### src/rtl/eth_avalon_txbd_fetch_pkg.sv
// rtl/eth_avalon_txbd_fetch_pkg.sv - TX BD bit positions, FSM encoding and sizing helper
package eth_avalon_txbd_fetch_pkg;

    localparam int BD_RD  = 15;
    localparam int BD_IRQ = 14;
    localparam int BD_WR  = 13;
    localparam int BD_PAD = 12;
    localparam int BD_CRC = 11;
    localparam int BD_STAT_W = 9;

    // Status field {UR, RTRY[3:0], RL, LC, DF, CS}
    localparam int ST_UR = 8;
    localparam int ST_RL = 3;
    localparam int ST_LC = 2;
    localparam int ST_CS = 0;

    typedef enum logic [3:0] {
        S_IDLE,
        S_RD0,
        S_CHK,
        S_RD1,
        S_LAT,
        S_OFFER,
        S_WSTAT,
        S_WB,
        S_ADV
    } txbd_state_t;

    // Bits needed to hold 'value'; never less than one.
    function automatic int clogb2(input int value);
        int bits;
        bits = 0;
        for (int i = 0; i < 31; i++) begin
            if ((value >> i) != 0) begin
                bits = i + 1;
            end
        end
        return (bits == 0) ? 1 : bits;
    endfunction

endpackage

### src/rtl/eth_avalon_txbd_fetch.sv
// rtl/eth_avalon_txbd_fetch.sv - TX BD poll, offer to DMA and status writeback on BD RAM port B
module eth_avalon_txbd_fetch
    import eth_avalon_txbd_fetch_pkg::*;
#(
    parameter int  DEPTH         = 128,
    parameter int  POLL_INTERVAL = 16,
    localparam int AW            = clogb2(DEPTH - 1)
) (
    input  logic                 clock,
    input  logic                 reset,
    input  logic                 enable,
    input  logic [7:0]           tx_bd_num,
    output logic [AW-1:0]        bd_address,
    output logic                 bd_wren,
    output logic [31:0]          bd_wdata,
    input  logic [31:0]          bd_rdata,
    output logic                 desc_valid,
    input  logic                 desc_ready,
    output logic [15:0]          desc_len,
    output logic [31:0]          desc_ptr,
    output logic [2:0]           desc_ctrl,
    input  logic                 stat_valid,
    output logic                 stat_ready,
    input  logic [BD_STAT_W-1:0] stat_bits,
    output logic [7:0]           cur_index,
    output logic                 txb_irq,
    output logic                 txe_irq
);

    localparam int PW = clogb2(POLL_INTERVAL);

    txbd_state_t          r_state;
    txbd_state_t          w_next;
    logic [15:0]          r_len;
    logic [14:9]          r_flags;
    logic [31:0]          r_ptr;
    logic [BD_STAT_W-1:0] r_stat;
    logic [7:0]           r_cur_index;
    logic [PW-1:0]        r_poll;
    logic [AW-1:0]        r_bd_address;

    logic          w_can_start;
    logic          w_bd_ready;
    logic          w_wrap;
    logic          w_err;
    logic [AW-1:0] w_addr_w0;
    logic [AW-1:0] w_addr_w1;

    assign w_can_start = enable && (tx_bd_num != 8'd0) && (r_poll == '0);
    assign w_bd_ready  = bd_rdata[BD_RD] && enable;
    assign w_addr_w0   = AW'({r_cur_index, 1'b0});
    assign w_addr_w1   = AW'({r_cur_index, 1'b1});
    // A stale index beyond a shrunk ring also wraps here.
    assign w_wrap      = r_flags[BD_WR] || (({1'b0, r_cur_index} + 9'd1) >= {1'b0, tx_bd_num});
    assign w_err       = r_stat[ST_UR] | r_stat[ST_RL] | r_stat[ST_LC] | r_stat[ST_CS];

    always_ff @(posedge clock) begin
        if (reset) begin
            r_state <= S_IDLE;
        end else begin
            r_state <= w_next;
        end
    end

    always_comb begin
        w_next = r_state;
        unique case (r_state)
            S_IDLE:  if (w_can_start) w_next = S_RD0;
            S_RD0:   w_next = S_CHK;
            S_CHK:   w_next = w_bd_ready ? S_RD1 : S_IDLE;
            S_RD1:   w_next = S_LAT;
            S_LAT:   w_next = S_OFFER;
            S_OFFER: if (desc_ready) w_next = S_WSTAT;
            S_WSTAT: if (stat_valid) w_next = S_WB;
            S_WB:    w_next = S_ADV;
            S_ADV:   w_next = S_IDLE;
            default: w_next = S_IDLE;
        endcase
    end

    always_comb begin
        desc_valid = (r_state == S_OFFER);
        stat_ready = (r_state == S_WSTAT);
        bd_wren    = 1'b0;
        bd_wdata   = '0;
        txb_irq    = 1'b0;
        txe_irq    = 1'b0;
        if (r_state == S_WB) begin
            bd_wren  = 1'b1;
            bd_wdata = {r_len, 1'b0, r_flags, r_stat};
            txb_irq  = r_flags[BD_IRQ] & ~w_err;
            txe_irq  = r_flags[BD_IRQ] & w_err;
        end
    end

    always_ff @(posedge clock) begin
        if (reset) begin
            r_len        <= '0;
            r_flags      <= '0;
            r_ptr        <= '0;
            r_stat       <= '0;
            r_cur_index  <= '0;
            r_poll       <= '0;
            r_bd_address <= '0;
        end else begin
            unique case (r_state)
                S_IDLE: begin
                    if (w_can_start) begin
                        r_bd_address <= w_addr_w0;
                    end else if (r_poll != '0) begin
                        r_poll <= r_poll - 1'b1;
                    end
                end
                S_CHK: begin
                    r_len   <= bd_rdata[31:16];
                    r_flags <= bd_rdata[14:9];
                    if (w_bd_ready) begin
                        r_bd_address <= w_addr_w1;
                    end else begin
                        r_poll <= PW'(POLL_INTERVAL - 1);
                    end
                end
                S_LAT: r_ptr <= bd_rdata;
                S_WSTAT: begin
                    if (stat_valid) begin
                        r_stat       <= stat_bits;
                        r_bd_address <= w_addr_w0;
                    end
                end
                S_ADV: begin
                    r_cur_index <= w_wrap ? 8'd0 : r_cur_index + 8'd1;
                    r_poll      <= '0;
                end
                default: ;
            endcase
        end
    end

    assign bd_address = r_bd_address;
    assign desc_len   = r_len;
    assign desc_ptr   = r_ptr;
    assign desc_ctrl  = {r_flags[BD_IRQ], r_flags[BD_PAD], r_flags[BD_CRC]};
    assign cur_index  = r_cur_index;

endmodule

### config.mk
export PLATFORM = sky130hd
export DESIGN_NAME = eth_avalon_txbd_fetch
export DESIGN_NICKNAME = d
export VERILOG_FILES = /design/src/rtl/eth_avalon_txbd_fetch_pkg.sv /design/src/rtl/eth_avalon_txbd_fetch.sv
export SDC_FILE = /design/constraint.sdc
export NUM_CORES = 1
export LEC_CHECK = 0
export ABC_CLOCK_PERIOD_IN_PS = 5500
export CORE_MARGIN = 1.5
export CORE_UTILIZATION = 40
export CTS_CLUSTER_SIZE = 8
export DETAILED_ROUTE_END_ITERATION = 10
export GPL_ROUTABILITY_DRIVEN = 1
export PLACE_DENSITY = 0.74
export REMOVE_ABC_BUFFERS = 1
export SETUP_SLACK_MARGIN = 0.05
export SLEW_MARGIN = 20
export SYNTH_ARGS = -nofsm -noshare
export SYNTH_HDL_FRONTEND = slang
export SYNTH_SLANG_ARGS = --single-unit
### constraint.sdc
create_clock -name clock -period 5.5 [get_ports clock]
set_input_delay 1.65 -clock clock [delete_from_list [all_inputs] [get_ports clock]]
set_output_delay 1.65 -clock clock [all_outputs]
set_load 0.05 [all_outputs]
---- Word level (Yosys, flattened, before mapping) ----
Index checks and enable logic that the tools add are counted.
storage, ports and cells
  input bits .............................. 54
  bits in writable memories ............... 0
  bits in registers ....................... 87
  memories kept ........................... 0
  memory bits (read-only) ................. 0
  output and inout bits ................... 103
  bits in latches ......................... 0
cells by class
  bitwise gates (word level) .............. 6
  reductions and logical operators ........ 14
  muxes and demuxes ....................... 18
  $mul .................................... 0
  $lt $le $gt $ge ......................... 1
  $add $sub $neg .......................... 3
  equality and inequality tests ........... 15
  divide/modulo/power cells ............... 0
  shifts and indexed selects .............. 0
operator list
  kind                                                  number
  2-to-1 mux 32 bit                                     1
  case mux 4 bit (8 select lines)                       1
  2-to-1 mux 7 bit                                      3
  case mux 7 bit (3 select lines)                       1
  equality test 4 x 3 -> 1 bit (second input constant)  4
  2-to-1 mux 5 bit                                      3
  case mux 5 bit (3 select lines)                       1
  2-to-1 mux 4 bit                                      3
  != test 2 bit (second input constant)                 6
  adder 8 x 1 -> 9 bit (second input constant)          1
  >= comparator 9 x 8 -> 1 bit                          1
  adder 8 x 1 -> 8 bit (second input constant)          1
  equality test 4 x 2 -> 1 bit (second input constant)  2
  2-to-1 mux 8 bit                                      1
  AND reduction 4 bit                                   2
  nonzero test 8 bit                                    1
  nonzero test 3 bit                                    2
  logical NOT 5 bit                                     1
  nonzero test 5 bit                                    1
  subtractor 5 x 1 -> 5 bit (second input constant)     1
  equality test 4 x 1 -> 1 bit (second input constant)  1
  equality test 4 bit (second input constant)           1
  logical NOT 4 bit                                     1
  logical AND 1 bit                                     3
  other kinds (9)                                       14

---- Depth between registers and ports, before layout ----
  depth after elaboration ................. 6
  gate-level depth with buffers ........... 12
  depth with buffers taken out ............ 11

---- Worst setup path after synthesis ----
OpenSTA, ideal clock, no wires.
  path kind ............................... flip-flop to output port
  from .................................... reg r_state[2]
  to ...................................... out txe_irq
  data required time ...................... 3.850 ns
  path buffers ............................ 1
  arrival ................................. 2.238 ns
  setup slack ............................. 1.612 ns
  stages on the path, launching flop included .. 6
  cell sequence ........................... dfxtp_1 buf_2 nand2_1 nor3b_2 and2_1 nor2b_1
between the ends
  longest elaborated chain between the ends .. 2
RTL lines
  what                          line                         text
  start, declared               eth_avalon_txbd_fetch.sv:32  txbd_state_t r_state;
  start signal, assigned        eth_avalon_txbd_fetch.sv:61  r_state <= w_next;
  equality test 4 x 3 -> 1 bit  eth_avalon_txbd_fetch.sv:88  if (r_state == S_WB) begin
  2-to-1 mux 1 bit              eth_avalon_txbd_fetch.sv:88
  end, declared                 eth_avalon_txbd_fetch.sv:27  output logic txe_irq
Every way passes these cells.

---- Worst setup path after layout ----
Ends and elaborated chain as after synthesis.

==> metrics.md <==
| Metric | Value |
|---|---|
| Status | `finished clean` |
| Yosys cell types | `50` |
| Total track usage | `0.196` |
| Pin count of the biggest net entering global routing | `53` |
| Asr flop ratio synth | `0` |
| EDFF count, synth | `0` |
| Global route overflow | `0` |
| Vias in the first global route | `3523` |
| Worst-path clk slew | `0.09 ns` |
| DR vias/cell | `4.91` |
| Top post-synthesis cells by area | `dfxtp_1 43%, nand2_1 12%, a21oi_1 8.1%, and2_1 5.1%, mux2i_1 4.0%` |
| Crit Path Category | `register to output pin` |
| CTS H-tree depth | `3` |
| Ys Warns | `0` |
| Post-synth top area share | `0.434` |
| Worst setup SP type | `register` |
| Reg area | `1740 sq um` |
| GR met1 Demand/Resource | `0.239` |
| Flops & latches, synth | `87` |
| First-pass GRT wire length | `16400 um` |
| GR Util met3 | `0.0524` |
| Worst-path maximum fanout | `17` |
| Die height | `103 um` |
| # setup viols final | `0` |
| WL per Instance | `13.7 um` |
| Post-synthesis area per instance | `8.05 sq um` |
| Maximum clock frequency | `0.212 GHz` |
| Hpwl dp | `7390 um` |
| Antenna violations before repair | `0` |
| Worst slew pin tran | `0.983 ns` |
| Slowest cell on crit path | `clkdlybuf4s50_1` |
| Mapped Cells | `499` |
| Slowest cell delay on critical path | `0.80 ns` |
| Tmin final | `4.72 ns` |
| Share of layout cells above drive strength 1 | `0.0531` |
| Worst min path class | `register to register` |
| Antenna viol nets, final | `0` |
| Die area | `10600 sq um` |
| Clk buf depth | `2` |
| Worst-path cell chain | `nand2_1, nor3b_4, buf_4, and2_1, nor2b_1, clkdlybuf4s50_1` |
| Area grow syn2layout | `45.3%` |
| Final Power | `1500 uW` |
| Fin Hold WS | `0.454 ns` |
| GRT Max-Usage Layer | `met2` |
| Post-Syn Area | `4020 sq um` |
| Max-slew violations | `0` |
| Maximum VDD drop | `0.000139 V` |
| CP bufs+invs | `2` |
| Initial detailed-routing violation count | `133` |
| Yosys top cell by area | `dfxtp_1` |
| CTS Hold Bufs | `0` |
| Setup Skew | `0.0169 ns` |
| Initial core utilization | `0.411` |
| Total CTS buffers | `9` |
| Routability cong. | `0.863` |
| Clk sinks | `87` |
| Overall die width | `103 um` |
| Buffers on Ports | `155` |
| Area of the multi-input gates | `2080 sq um` |
| Setup Fix Bufs, Post-CTS | `0` |
| Commonest non-fill, non-tap cells in the layout | `154 x clkdlybuf4s50_1, 124 x nand2_1, 87 x dfxtp_1, 65 x a21oi_1, 33 x and2_1` |
| Post-CTS sizing | `0` |
| Layout fillers | `873` |
| Clk_lat worst skew | `0.36 ns` |
| Delay-heaviest family, CP | `buffers and inverters` |
| DRC violations left | `0` |
| Main synth FF type | `dfxtp_1` |
| Row count | `36` |
| Relative slew slack | `0.343` |
| Crit end category | `output pin` |
| Number of diodes | `0` |
| Hold Violations, Final | `0` |
| Worst EP arrival | `3.07 ns` |
| Root Buffer | `clkbuf_8` |
| Met2 Use GR | `0.331` |
| Core region area | `9770 sq um` |
| Seq/Total Area, Yosys | `0.434` |
| Io pins | `157` |
| RSZ-0062 raised after global routing | `false` |
| Final wirelength | `10600 um` |
| Nets | `700` |
| Max Cap Viol | `0` |
| Vias | `3798` |
| P per Cell Area | `258 nW/um^2` |
| P_leak | `0.00213 uW` |
| Most common cell after layout, fill and taps aside | `clkdlybuf4s50_1` |
| DRT Pass-1 Iters | `4` |
| CP required | `3.85 ns` |
| Post-route setup TNS | `0 ns` |
| Crit share post-route | `0.859` |
| CTS tree | `done` |
## tightest hold or removal path, cell delays in order, from the launching register on
cell and delay (ns):
dfxtp_1 0.31, nand2_1 0.05, a21oi_1 0.05
## path summary, 6_finish.rpt
kind                                                  end                       from  slack (ns)  cells past startpoint
worst max-delay path                              txe_irq    r_state[2]$_SDFFE_PP0P_        0.78                      6
worst min-delay path              r_flags[9]$_SDFFE_PP0P_    r_flags[9]$_SDFFE_PP0P_        0.45                      2
worst max register to register  cur_index[7]$_SDFFE_PP0P_  cur_index[0]$_SDFFE_PP0P_        2.46                     10
worst min register to register    r_flags[9]$_SDFFE_PP0P_    r_flags[9]$_SDFFE_PP0P_        0.45                      2
## through the flow
stage / worst slack (ns) / std cells / util / instance area, sq um
after floorplan: 0.471 / 463 / - / 3850
after global placement: 1.28 / 757 / 0.575 / 5620
after detailed placement: 1.18 / 757 / 0.575 / 5620
after CTS: 0.761 / 773 / 0.597 / 5840
after global routing: 0.595 / 773 / 0.597 / 5840
final: 0.777 / 773 / 0.597 / 5840
## synth_stat cells (2+ instances only)
cell type	instances
buf_2	8
and3_1	3
nand4_1	5
nor3_1	3
nor4b_2	2
o31ai_1	2
inv_1	12
xor2_1	4
nor4b_4	2
ha_1	11
clkbuf_1	23
o21ai_0	10
nor3b_2	2
nand3b_1	4
nand3_1	5
and2_1	33
xnor2_1	3
buf_4	4
o211ai_1	4
nand2b_1	2
nor2_1	29
a21oi_1	65
nand2_1	124
o21a_1	2
mux2i_1	16
nor2b_1	6
dfxtp_1	87
or4_1	3
a211oi_1	4
## metal layers
layer / vias up / wire, um
met5: - / 0
met4: 0 / 95
met3: 7 / 788
met2: 110 / 5120
met1: 1751 / 4620
li1: 1930 / -
## report_power, final
group	leakage [uW]	switching, uW	total (uW)	internal [uW]
clock network	0.000106	236	474	238
logic	0.00132	190	331	141
registers	0.000702	36.1	698	662
## area by class of cell
type                    instances  share of cell area
repair buffers                161               0.273
multi-input cells             364               0.356
clock buffers                  11              0.0259
flip-flops and latches         87               0.298
inverters                      12             0.00772
well taps                     133              0.0285
clock inverters                 5              0.0109
## logic make-up (layout without fill, tap and decap cells)
family          Yosys count  in the layout  share of synthesized area
buf+inv                  48            189                     0.0530
simple gates            233            233                      0.289
flops                    87             87                      0.434
fa+ha+maj                11             11                     0.0343
other cells               1              1                   0.000934
xor+xnor                  7              7                     0.0153
compound gates           96             96                      0.134
mux                      16             16                     0.0399
## sequential cells by signal, indices dropped and copies added (netlist names)
register / cells
bd_address: 7
r_poll: 5
r_state: 4
cur_index: 8
r_flags: 6
r_stat: 9
desc_len: 16
desc_ptr: 32
Power figures use the tool's default switching activity.
